--- src/rtl/piso_frame_tx.sv ---
// -----------------------------------------------------------------------------
// piso_frame_tx
//
// Parallel-in / serial-out frame transmitter. Each accepted byte is sent as a
// 10-bit frame: a start bit (0), data bits LSB first, then a stop bit (1).
// Every bit is held on the line for BIT_TICKS clock cycles. A one-entry
// holding register lets a second byte be queued while a frame is in flight.
// That byte follows the current frame with no idle gap.
//
// Parameters
//   BIT_TICKS : sr_clk cycles per serial bit (1..256)
//
// Ports
//   sr_clk   in   sole clock, rising edge
//   reset    in   asynchronous active-low reset
//   data_in  in   [7:0] byte to transmit
//   load     in   request to accept data_in (taken only when ready is high)
//   ready    out  holding register empty, a load will be accepted
//   data_out out  registered serial line, idles at 1
//   busy     out  high while a frame is on the line
//   done     out  one-cycle pulse on the edge that ends each stop bit
// -----------------------------------------------------------------------------
module piso_frame_tx #(
    parameter int BIT_TICKS = 1
) (
    input  logic       sr_clk,
    input  logic       reset,
    input  logic [7:0] data_in,
    input  logic       load,
    output logic       ready,
    output logic       data_out,
    output logic       busy,
    output logic       done
);

    // A one-cycle bit still needs a 1-bit counter so the compare is well formed.
    localparam int                TICK_W    = (BIT_TICKS > 1) ? $clog2(BIT_TICKS) : 1;
    localparam logic [TICK_W-1:0] TICK_LAST = TICK_W'(BIT_TICKS - 1);
    localparam logic [TICK_W-1:0] TICK_ONE  = TICK_W'(1);

    typedef enum logic [1:0] {
        IDLE  = 2'd0,
        START = 2'd1,
        DATA  = 2'd2,
        STOP  = 2'd3
    } state_t;

    state_t            state_q,     state_d;
    logic [TICK_W-1:0] tick_q,      tick_d;
    logic [2:0]        bit_idx_q,   bit_idx_d;
    logic [7:0]        shift_q,     shift_d;
    logic [7:0]        hold_q,      hold_d;
    logic              hold_full_q, hold_full_d;
    logic              data_out_q,  data_out_d;
    logic              busy_q,      busy_d;
    logic              done_q,      done_d;

    logic              accept;
    logic              tick_last;

    // ready comes straight from the holding-register flag, so it is a flop output.
    assign ready     = ~hold_full_q;
    assign accept    = load & ~hold_full_q;
    assign tick_last = (tick_q == TICK_LAST);

    assign data_out  = data_out_q;
    assign busy      = busy_q;
    assign done      = done_q;

    always_comb begin
        state_d     = state_q;
        tick_d      = tick_q;
        bit_idx_d   = bit_idx_q;
        shift_d     = shift_q;
        hold_d      = hold_q;
        hold_full_d = hold_full_q;
        data_out_d  = data_out_q;
        done_d      = 1'b0;

        // Mid-frame loads are parked in the holding register. The stop-bit
        // branch below overrides this when the byte can go straight out.
        if ((state_q != IDLE) && accept) begin
            hold_d      = data_in;
            hold_full_d = 1'b1;
        end

        unique case (state_q)
            IDLE: begin
                data_out_d = 1'b1;
                if (accept) begin
                    // Start bit goes out on the accept edge itself.
                    shift_d    = data_in;
                    state_d    = START;
                    data_out_d = 1'b0;
                    tick_d     = '0;
                    bit_idx_d  = '0;
                end
            end

            START: begin
                if (tick_last) begin
                    tick_d     = '0;
                    bit_idx_d  = '0;
                    state_d    = DATA;
                    data_out_d = shift_q[0];
                    shift_d    = {1'b0, shift_q[7:1]};
                end else begin
                    tick_d = tick_q + TICK_ONE;
                end
            end

            DATA: begin
                if (tick_last) begin
                    tick_d = '0;
                    if (bit_idx_q == 3'd7) begin
                        state_d    = STOP;
                        data_out_d = 1'b1;
                    end else begin
                        bit_idx_d  = bit_idx_q + 3'd1;
                        data_out_d = shift_q[0];
                        shift_d    = {1'b0, shift_q[7:1]};
                    end
                end else begin
                    tick_d = tick_q + TICK_ONE;
                end
            end

            STOP: begin
                if (tick_last) begin
                    tick_d    = '0;
                    bit_idx_d = '0;
                    done_d    = 1'b1;
                    if (hold_full_q) begin
                        // Queued byte starts immediately; ready returns high.
                        shift_d     = hold_q;
                        hold_full_d = 1'b0;
                        state_d     = START;
                        data_out_d  = 1'b0;
                    end else if (load) begin
                        // Empty holding register: send the new byte directly
                        // instead of parking it.
                        shift_d     = data_in;
                        hold_full_d = 1'b0;
                        state_d     = START;
                        data_out_d  = 1'b0;
                    end else begin
                        state_d    = IDLE;
                        data_out_d = 1'b1;
                    end
                end else begin
                    tick_d = tick_q + TICK_ONE;
                end
            end

            default: begin
                state_d    = IDLE;
                data_out_d = 1'b1;
            end
        endcase

        busy_d = (state_d != IDLE);
    end

    always_ff @(posedge sr_clk or negedge reset) begin
        if (!reset) begin
            state_q     <= IDLE;
            tick_q      <= '0;
            bit_idx_q   <= '0;
            shift_q     <= '0;
            hold_q      <= '0;
            hold_full_q <= 1'b0;
            data_out_q  <= 1'b1;
            busy_q      <= 1'b0;
            done_q      <= 1'b0;
        end else begin
            state_q     <= state_d;
            tick_q      <= tick_d;
            bit_idx_q   <= bit_idx_d;
            shift_q     <= shift_d;
            hold_q      <= hold_d;
            hold_full_q <= hold_full_d;
            data_out_q  <= data_out_d;
            busy_q      <= busy_d;
            done_q      <= done_d;
        end
    end

endmodule

--- config.mk ---
export PLATFORM = sky130hd
export DESIGN_NAME = piso_frame_tx
export DESIGN_NICKNAME = d
export VERILOG_FILES = /design/src/rtl/piso_frame_tx.sv
export SDC_FILE = /design/constraint.sdc
export NUM_CORES = 1
export LEC_CHECK = 0
export CAP_MARGIN = 15
export CORE_MARGIN = 2
export CORE_UTILIZATION = 55
export DETAILED_ROUTE_END_ITERATION = 6
export PLACE_DENSITY = 0.8
export RECOVER_POWER = 100
export SLEW_MARGIN = 20
export SYNTH_ARGS = -nofsm -noshare
export SYNTH_HDL_FRONTEND = slang
export SYNTH_SLANG_ARGS = --single-unit
--- constraint.sdc ---
create_clock -name sr_clk -period 4.5 [get_ports sr_clk]
set_input_delay 1.125 -clock sr_clk [delete_from_list [all_inputs] [get_ports sr_clk]]
set_output_delay 1.125 -clock sr_clk [all_outputs]
set_load 0.005 [all_outputs]
# Word level (Yosys, flattened, before mapping)
# Cells that the tools add are included.
dict set report op_classes {
  n_bitwise 2
  n_reduce_logical 9
  muxes 39
  add_sub_neg 2
  n_eq_ne 11
}
# cell count
set ops {}
lappend ops {{$mux W8} 7}
lappend ops {{$pmux W8 S4} 1}
lappend ops {{$mux W1} 18}
lappend ops {{$mux W3} 4}
lappend ops {{$ne A2 B2 Y1 const B} 6}
lappend ops {{$mux W2} 5}
lappend ops {{$pmux W3 S3} 1}
lappend ops {{$pmux W2 S4} 1}
lappend ops {{$reduce_and A6 Y1} 1}
lappend ops {{$eq A2 B2 Y1 const B} 2}
lappend ops {{$pmux W1 S4} 1}
lappend ops {{$reduce_and A4 Y1} 1}
lappend ops {{$reduce_bool A2 Y1} 2}
lappend ops {{$add A3 B1 Y3 const B} 1}
lappend ops {{$eq A3 B3 Y1 const B} 1}
lappend ops {{$ne A3 B3 Y1 const B} 1}
lappend ops {{$reduce_and A3 Y1} 1}
lappend ops {{$reduce_or A3 Y1} 1}
lappend ops {{$eq A2 B1 Y1 const B} 1}
lappend ops {{$logic_not A2 Y1} 1}
lappend ops {{$pmux W1 S2} 1}
lappend ops {{$reduce_or A2 Y1} 1}
lappend ops {{$add A1 B1 Y1 const B} 1}
lappend ops {{$and A1 B1 Y1} 1}
lappend ops {{other kinds (2)} 2}
dict set report totals {
  out_inout_bits 4
  ff_bits 26
  input_bits 11
}

# Longest topological paths before layout
# Gate-level depths: netlist (run 1).
dict set report logic_depth {
  depth_word 8
  mapped_depth 8
  ltp_nobuf 6
}

# Worst setup path after synthesis (run 1)
# Ideal clock, no wire load.
dict set report synth_timing {
  path_type {input-to-reg}
  start {input port load}
  end {register hold_q[0]}
  t_required_ns 4.375
  n_path_buf 0
  slack_ns 2.568
  cell_stages 3
  t_arrival_ns 1.807
  path_cell_list {nand2b_4 -> nor2_2 -> mux2_2}
}
dict set report synth_between {
  elab_chain_cells 2
}
# item line_no
set synth_rtl {}
lappend synth_rtl {{from (decl)} 29} ;# input logic load,
lappend synth_rtl {{$and A1 B1 Y1} 63} ;# assign accept = load & ~hold_full_q;
lappend synth_rtl {{$logic_and A1 B1 Y1} 82} ;# if ((state_q != IDLE) && accept) begin
lappend synth_rtl {{to (signal assigned)} 180} ;# hold_q <= hold_d;
lappend synth_rtl {{to (decl)} 52} ;# logic [7:0] hold_q, hold_d;
# Every way passes these cells.
# A chain may end at the register's enable or synchronous reset.

# Final worst setup path (run 1)
dict set report layout_timing {
  start {register hold_full_q}
  end {output port ready}
}
dict set report layout_between {
  elab_chain_cells 1
}
# item line_no
set layout_rtl {}
lappend layout_rtl {{from (decl)} 53} ;# logic hold_full_q, hold_full_d;
lappend layout_rtl {{from (signal assigned)} 181} ;# hold_full_q <= hold_full_d;
lappend layout_rtl {{$not A1 Y1} 62} ;# assign ready = ~hold_full_q;
lappend layout_rtl {{to (decl)} 30} ;# output logic ready,
# Every way passes these cells.

==> results of run 1 <==
-- kinds of logic after synthesis --
logic type / after synthesis / synth area share
AOI/OAI and AO/OA: 27 / 0.136
buffers and inverters: 9 / 0.0314
and+or+nand+nor: 30 / 0.119
adders and majority gates: 6 / 0.0607
muxes: 16 / 0.146
DFF: 25 / 0.507
-- where the power goes --
part	internal [mW]	switching [mW]	total, mW
logic	0.223	0.226	0.448
clock network	0.0339	0.0693	0.103
registers	0.331	0.0610	0.392
-- sequential cells by signal, indices dropped and copies added (netlist names) --
| signal | flops |
|---|---|
| state_q | 2 |
| shift_q | 8 |
| bit_idx_q | 3 |
| hold_full_q | 1 |
| busy | 1 |
| data_out | 1 |
| done | 1 |
| hold_q | 8 |
-- routing by layer --
metal	track usage	vias to the layer above	part of all wire
li1	-	424	-
met1	0.282	427	0.47
met2	0.323	23	0.48
met3	0.0351	4	0.033
met4	0.0789	0	0.016
met5	0	-	0
-- stage by stage --
step	power, mW	worst slack, ns
3_5_place_dp	0.866	1.83
2_1_floorplan	0.740	2.57
5_1_grt	1.02	1.75
6_report	0.944	1.85
3_3_place_gp	0.844	1.89
4_1_cts	0.968	1.93
-- worst reg2reg max path: cells and delay by family, from the launching register on --
kind	cells	cell delay (ns)
DFF	1	0.46
muxes	1	0.38
and+or+nand+nor	2	0.74
adders and majority gates	1	0.31
AOI/OAI and AO/OA	1	0.18
-- placed cells by master, fill, tap and decap left out, drive strengths merged --
cell type,n
dfrtp,24
nand2,17
mux2,16
o21ai,14
a22oi,8
clkdlybuf4s50,8
ha,6
inv,5
nor2,5
dlygate4sd3,5
clkbuf,4
nor2b,3
a21oi,2
nor3,2
nand2b,2
o22ai,1
a32oi,1
o311ai,1
and3b,1
clkinvlp,1
dfstp,1
-- area by class of cell --
| class | count | area (sq um) |
|---|---|---|
| Clock buffer | 3 | 22.5 |
| Clock inverter | 1 | 7.51 |
| Fill cell | 192 | 768 |
| Inverter | 5 | 18.8 |
| Multi-Input combinational cell | 79 | 557 |
| Sequential cell | 25 | 627 |
| Tap cell | 28 | 35.0 |
| Timing Repair Buffer | 14 | 134 |
-- worst max-delay path by stage --
stage,startpoint,to,slack [ns],cells past startpoint
2_1_floorplan,load,hold_q[0],2.57,3
3_3_place_gp,load,hold_q[4],1.89,4
3_5_place_dp,load,hold_q[2],1.83,4
4_1_cts,hold_full_q,ready,1.93,2
5_1_grt,hold_full_q,ready,1.75,2
6_report,hold_full_q,ready,1.85,2
==> flow_metrics.py, run 1 <==
metrics = {
    "status": {
        "status": "finished clean",
    },
    "job": {
        "maxCapViolCount": 0,
    },
    "synthesis": {
        "yosysSeqAreaShare": 0.507,
        "ys_seq_elements": 25,
        "async_reset_ff_frac": 1.00,
        "syn_area_sq_um": 1240,
        "synth_cells": 113,
        "syn_nets": 130,
        "yosysTopAreaCell": "dfrtp_1",
        "synth_edf_count": 0,
        "synth_cell_types": 26,
        "synth_top_flop_cell": "dfrtp_1",
        "synthTopCellsByArea": "dfrtp_1 49%, mux2_2 15%, ha_1 6.1%",
        "yosysWarnings": 0,
        "yosys-top-cells-count": "24 x dfrtp_1, 16 x mux2_2, 16 x nand2_1",
        "synth.top_cell.area_share": 0.486,
        "synth.most_common_cell": "dfrtp_1",
        "syn_area_per_cell_sq_um": 10.9,
    },
    "floorplanning": {
        "coreArea_sq_um": 2170,
        "start_util": 0.570,
        "die_w_um": 51.4,
        "num_rows": 17,
        "fp.dieH_um": 51.4,
        "io-pin-count": 15,
        "dieArea_sq_um": 2640,
    },
    "grt": {
        "grt_pass1_vias": 823,
        "overflow": 0,
        "grt_pass1_wl_um": 3950,
        "grtUsageTotal": 0.205,
        "grt_max_degree": 26,
        "antenna_found_initial": 0,
    },
    "worst_hold_path": {
        "hp-class": "flip-flop to flip-flop",
        "holdPathEnd": "bit_idx_q[2]",
        "worstHoldStart": "bit_idx_q[2]",
        "min_path_cells": 2,
    },
    "sta": {
        "max-slew-margin-rel": 0.139,
        "finalCriticalPeriod_ns": 2.65,
        "worst_hold_slack_ns": 0.510,
        "rsz0062_at_grt": "false",
        "fmax_ghz": 0.378,
        "fin_crit_sh": 0.588,
        "setup_viol": 0,
        "fin_setup_tns_ns": 0,
        "worst_pin_slew_ns": 1.29,
        "fin_worst_skew_ns": 0.00117,
        "drv_slew": 0,
        "hold_viol_final": 0,
    },
    "setup_path": {
        "crit_chain": "inv_1 > dlygate4sd3_1",
        "end_kind": "primary output",
        "r2r-start": "state_q[0]",
        "cp_top_family": "buffers and inverters",
        "critPathKind": "flip-flop to primary output",
        "path_buf_inv": 2,
        "rr_endpoint": "shift_q[0]",
        "reg2reg_depth": 5,
        "max_stage_delay_ns": 0.58,
        "slowest_stage": "dlygate4sd3_1",
        "cp.arrival_ns": 1.52,
        "r2r_slack_ns": 2.33,
        "crit_fanout": 8,
        "cp_data_required_time_ns": 3.38,
        "cp-start-kind": "flip-flop",
    },
    "placed_design": {
        "placed_area_sq_um": 1390,
        "dp_cells": 151,
        "gp_congestion": 0.750,
        "io_buffers": 14,
        "place_hpwl_um": 1560,
    },
    "detailed_routing": {
        "wl_um": 2250,
        "drc_errors": 0,
        "ant_nets": 0,
        "wire_per_inst_um": 14.5,
        "first_iter_violations": 14,
        "dr.pass1.iters": 4,
        "num_vias": 878,
        "via_per_inst": 5.66,
    },
    "clock_network": {
        "ctsResizeCount": 0,
        "cts_max_path_buffers": 2,
        "clkTransAtPathRegs_ns": 0.14,
        "cts_setup_buffers": 0,
        "h-tree-depth": 1,
        "cts_tree": "yes",
        "cts_root_buffer": "clkbuf_4",
        "hold_buffers": 0,
        "clock_sinks": 25,
        "clk_latency_ns": 0.32,
        "cts-buffers-inserted": 3,
    },
    "layout": {
        "drive_gt1_frac": 0.181,
        "design_area_sq_um": 1400,
        "area_delta_synth_final_pct": 13.4,
        "antenna_cells": 0,
        "post-route-util": 0.646,
        "finalNetCount": 145,
        "stdcell_count": 155,
    },
    "power": {
        "power_density_nw_per_um2": 673,
        "leakagePower_nw": 0.628,
        "ir_drop_v": 0.000366,
    },
}
Note: power is estimated with default switching activity, not from simulation.
==> inputs of run 2 (changes only) <==
--- a/config.mk
+++ b/config.mk
@@ -7,9 +7,9 @@
 export LEC_CHECK = 0
 export CAP_MARGIN = 15
 export CORE_MARGIN = 2
-export CORE_UTILIZATION = 55
+export CORE_UTILIZATION = 54
 export DETAILED_ROUTE_END_ITERATION = 6
-export PLACE_DENSITY = 0.8
+export PLACE_DENSITY = 0.79
 export RECOVER_POWER = 100
 export SLEW_MARGIN = 20
 export SYNTH_ARGS = -nofsm -noshare
==> constraint.sdc (replaced) <==
create_clock -name sr_clk -period 2.62 [get_ports sr_clk]
set_input_delay 0.655 -clock sr_clk [delete_from_list [all_inputs] [get_ports sr_clk]]
set_output_delay 0.655 -clock sr_clk [all_outputs]
set_load 0.005 [all_outputs]
==> run 2 against run 1 <==
Compared with the run above: clock skew grew 0.014 ns; final area increased by 1.1%; hold slack worse by 0.0054 ns; sequential share of layout area down 0.47 points; clock power is 74% higher; setup slack worse by 1.5 ns; critical path type is now flip-flop to flip-flop; largest cell class unchanged; largest power group unchanged.
==> flow_metrics.py, run 2 (synthesized netlist as in run 1, its figures left out) <==
metrics = {
    "status": {
        "status": "finished clean",
    },
    "layout": {
        "stdcell_count": 156,
        "finalNetCount": 146,
        "antenna_cells": 0,
        "reg.largest.list": "hold_q (8), shift_q (8), bit_idx_q (3)",
        "final_cell_mix": "24 x dfrtp_1, 17 x nand2_1, 16 x mux2_2",
        "final_common_cell": "dfrtp_1",
        "area_delta_synth_final_pct": 14.6,
        "drive_gt1_frac": 0.180,
    },
    "clock_network": {
        "clk_latency_ns": 0.33,
        "clkTransAtPathRegs_ns": 0.13,
        "cts_tree": "yes",
        "clock_sinks": 25,
        "h-tree-depth": 1,
        "cts-buffers-inserted": 3,
        "cts_root_buffer": "clkbuf_4",
        "hold_buffers": 0,
        "ctsResizeCount": 0,
        "cts_max_path_buffers": 2,
        "cts_setup_buffers": 0,
    },
    "detailed_routing": {
        "num_vias": 872,
        "wl_um": 2310,
        "wire_per_inst_um": 14.8,
        "first_iter_violations": 22,
        "ant_nets": 0,
        "via_per_inst": 5.59,
        "dr.pass1.iters": 4,
        "drc_errors": 0,
    },
    "placed_design": {
        "dp_cells": 152,
        "io_buffers": 14,
        "gp_congestion": 0.757,
        "place_hpwl_um": 1540,
    },
    "sta": {
        "fin_crit_sh": 0.846,
        "hold_viol_final": 0,
        "drv_slew": 0,
        "rsz0062_at_grt": "false",
        "fin_worst_skew_ns": 0.0151,
        "max-slew-margin-rel": 0.140,
        "fmax_ghz": 0.451,
        "setup_viol": 0,
        "fin_setup_tns_ns": 0,
        "worst_pin_slew_ns": 1.29,
        "finalCriticalPeriod_ns": 2.22,
    },
    "setup_path": {
        "cp.arrival_ns": 2.43,
        "critPathKind": "flip-flop to flip-flop",
        "end_kind": "flip-flop",
        "cp_data_required_time_ns": 2.84,
        "crit_fanout": 19,
        "cp-start-kind": "flip-flop",
    },
    "grt": {
        "antenna_found_initial": 0,
        "overflow": 0,
        "grt_max_degree": 26,
        "grt_pass1_wl_um": 4110,
        "grtUsageTotal": 0.214,
        "grt_pass1_vias": 853,
    },
    "floorplanning": {
        "io-pin-count": 15,
        "fp.dieH_um": 51.8,
        "dieArea_sq_um": 2690,
        "num_rows": 17,
        "coreArea_sq_um": 2190,
        "start_util": 0.564,
        "die_w_um": 51.8,
    },
    "job": {
        "maxCapViolCount": 0,
    },
    "worst_hold_path": {
        "hp-class": "flip-flop to flip-flop",
    },
    "power": {
        "power_density_nw_per_um2": 1160,
        "ir_drop_v": 0.000822,
        "leakagePower_nw": 0.637,
    },
}
run 2: worst paths after layout:
check	from	endpoint	slack, ns	depth (start not counted)
worst max-delay path	state_q[0]	shift_q[7]	0.40	5
worst min-delay path	bit_idx_q[2]	bit_idx_q[2]	0.51	2
worst max register to register	state_q[0]	shift_q[7]	0.40	5
worst min register to register	bit_idx_q[2]	bit_idx_q[2]	0.51	2
max in group asynchronous	reset	state_q[0]	0.74	2
min in group asynchronous	reset	hold_q[1]	1.11	2
run 2: power by group:
group / internal [mW] / total (mW) / switching [mW] / leakage [nW]
clock network: 0.0584 / 0.179 / 0.120 / 0.0139
registers: 0.569 / 0.673 / 0.104 / 0.307
logic: 0.389 / 0.786 / 0.397 / 0.316
total: 1.02 / 1.64 / 0.621 / 0.637
run 2: worst max-delay path, stage by stage, from the launching register on:
cell     delay [ns]
dfrtp_1        0.46
inv_1          0.13
ha_1           0.55
o21ai_0        0.24
nand2_1        0.35
mux2_2         0.39
run 2: cell type report:
cell class	instances	area, sq um
clock buffer	3	22.5
clock inverter	1	7.51
fill	165	774
inverter	5	18.8
multi-input combinational	79	562
sequential	25	627
tap	28	35.0
timing repair buffer	15	144
run 2: per-stage QoR:
step | total power, mW | hold slack [ns] | worst slack, ns | cell area, sq um | util
6_report | 1.64 | 0.505 | 0.403 | 1420 | 0.646
3_5_place_dp | 1.49 | 0.483 | 0.439 | 1400 | 0.638
3_3_place_gp | 1.45 | 0.468 | 0.479 | 1400 | 0.638
4_1_cts | 1.68 | 0.513 | 0.491 | 1430 | 0.652
2_1_floorplan | 1.27 | 0.359 | 0.968 | 1240 | -
5_1_grt | 1.79 | 0.548 | 0.239 | 1420 | 0.646
run 2: per-layer routing:
metal  share of wire  vias up  track usage
li1                -      422            -
met2            0.47       18        0.325
met1            0.48      426        0.296
met3           0.031        6       0.0345
met5               0        -            0
met4           0.022        0        0.110
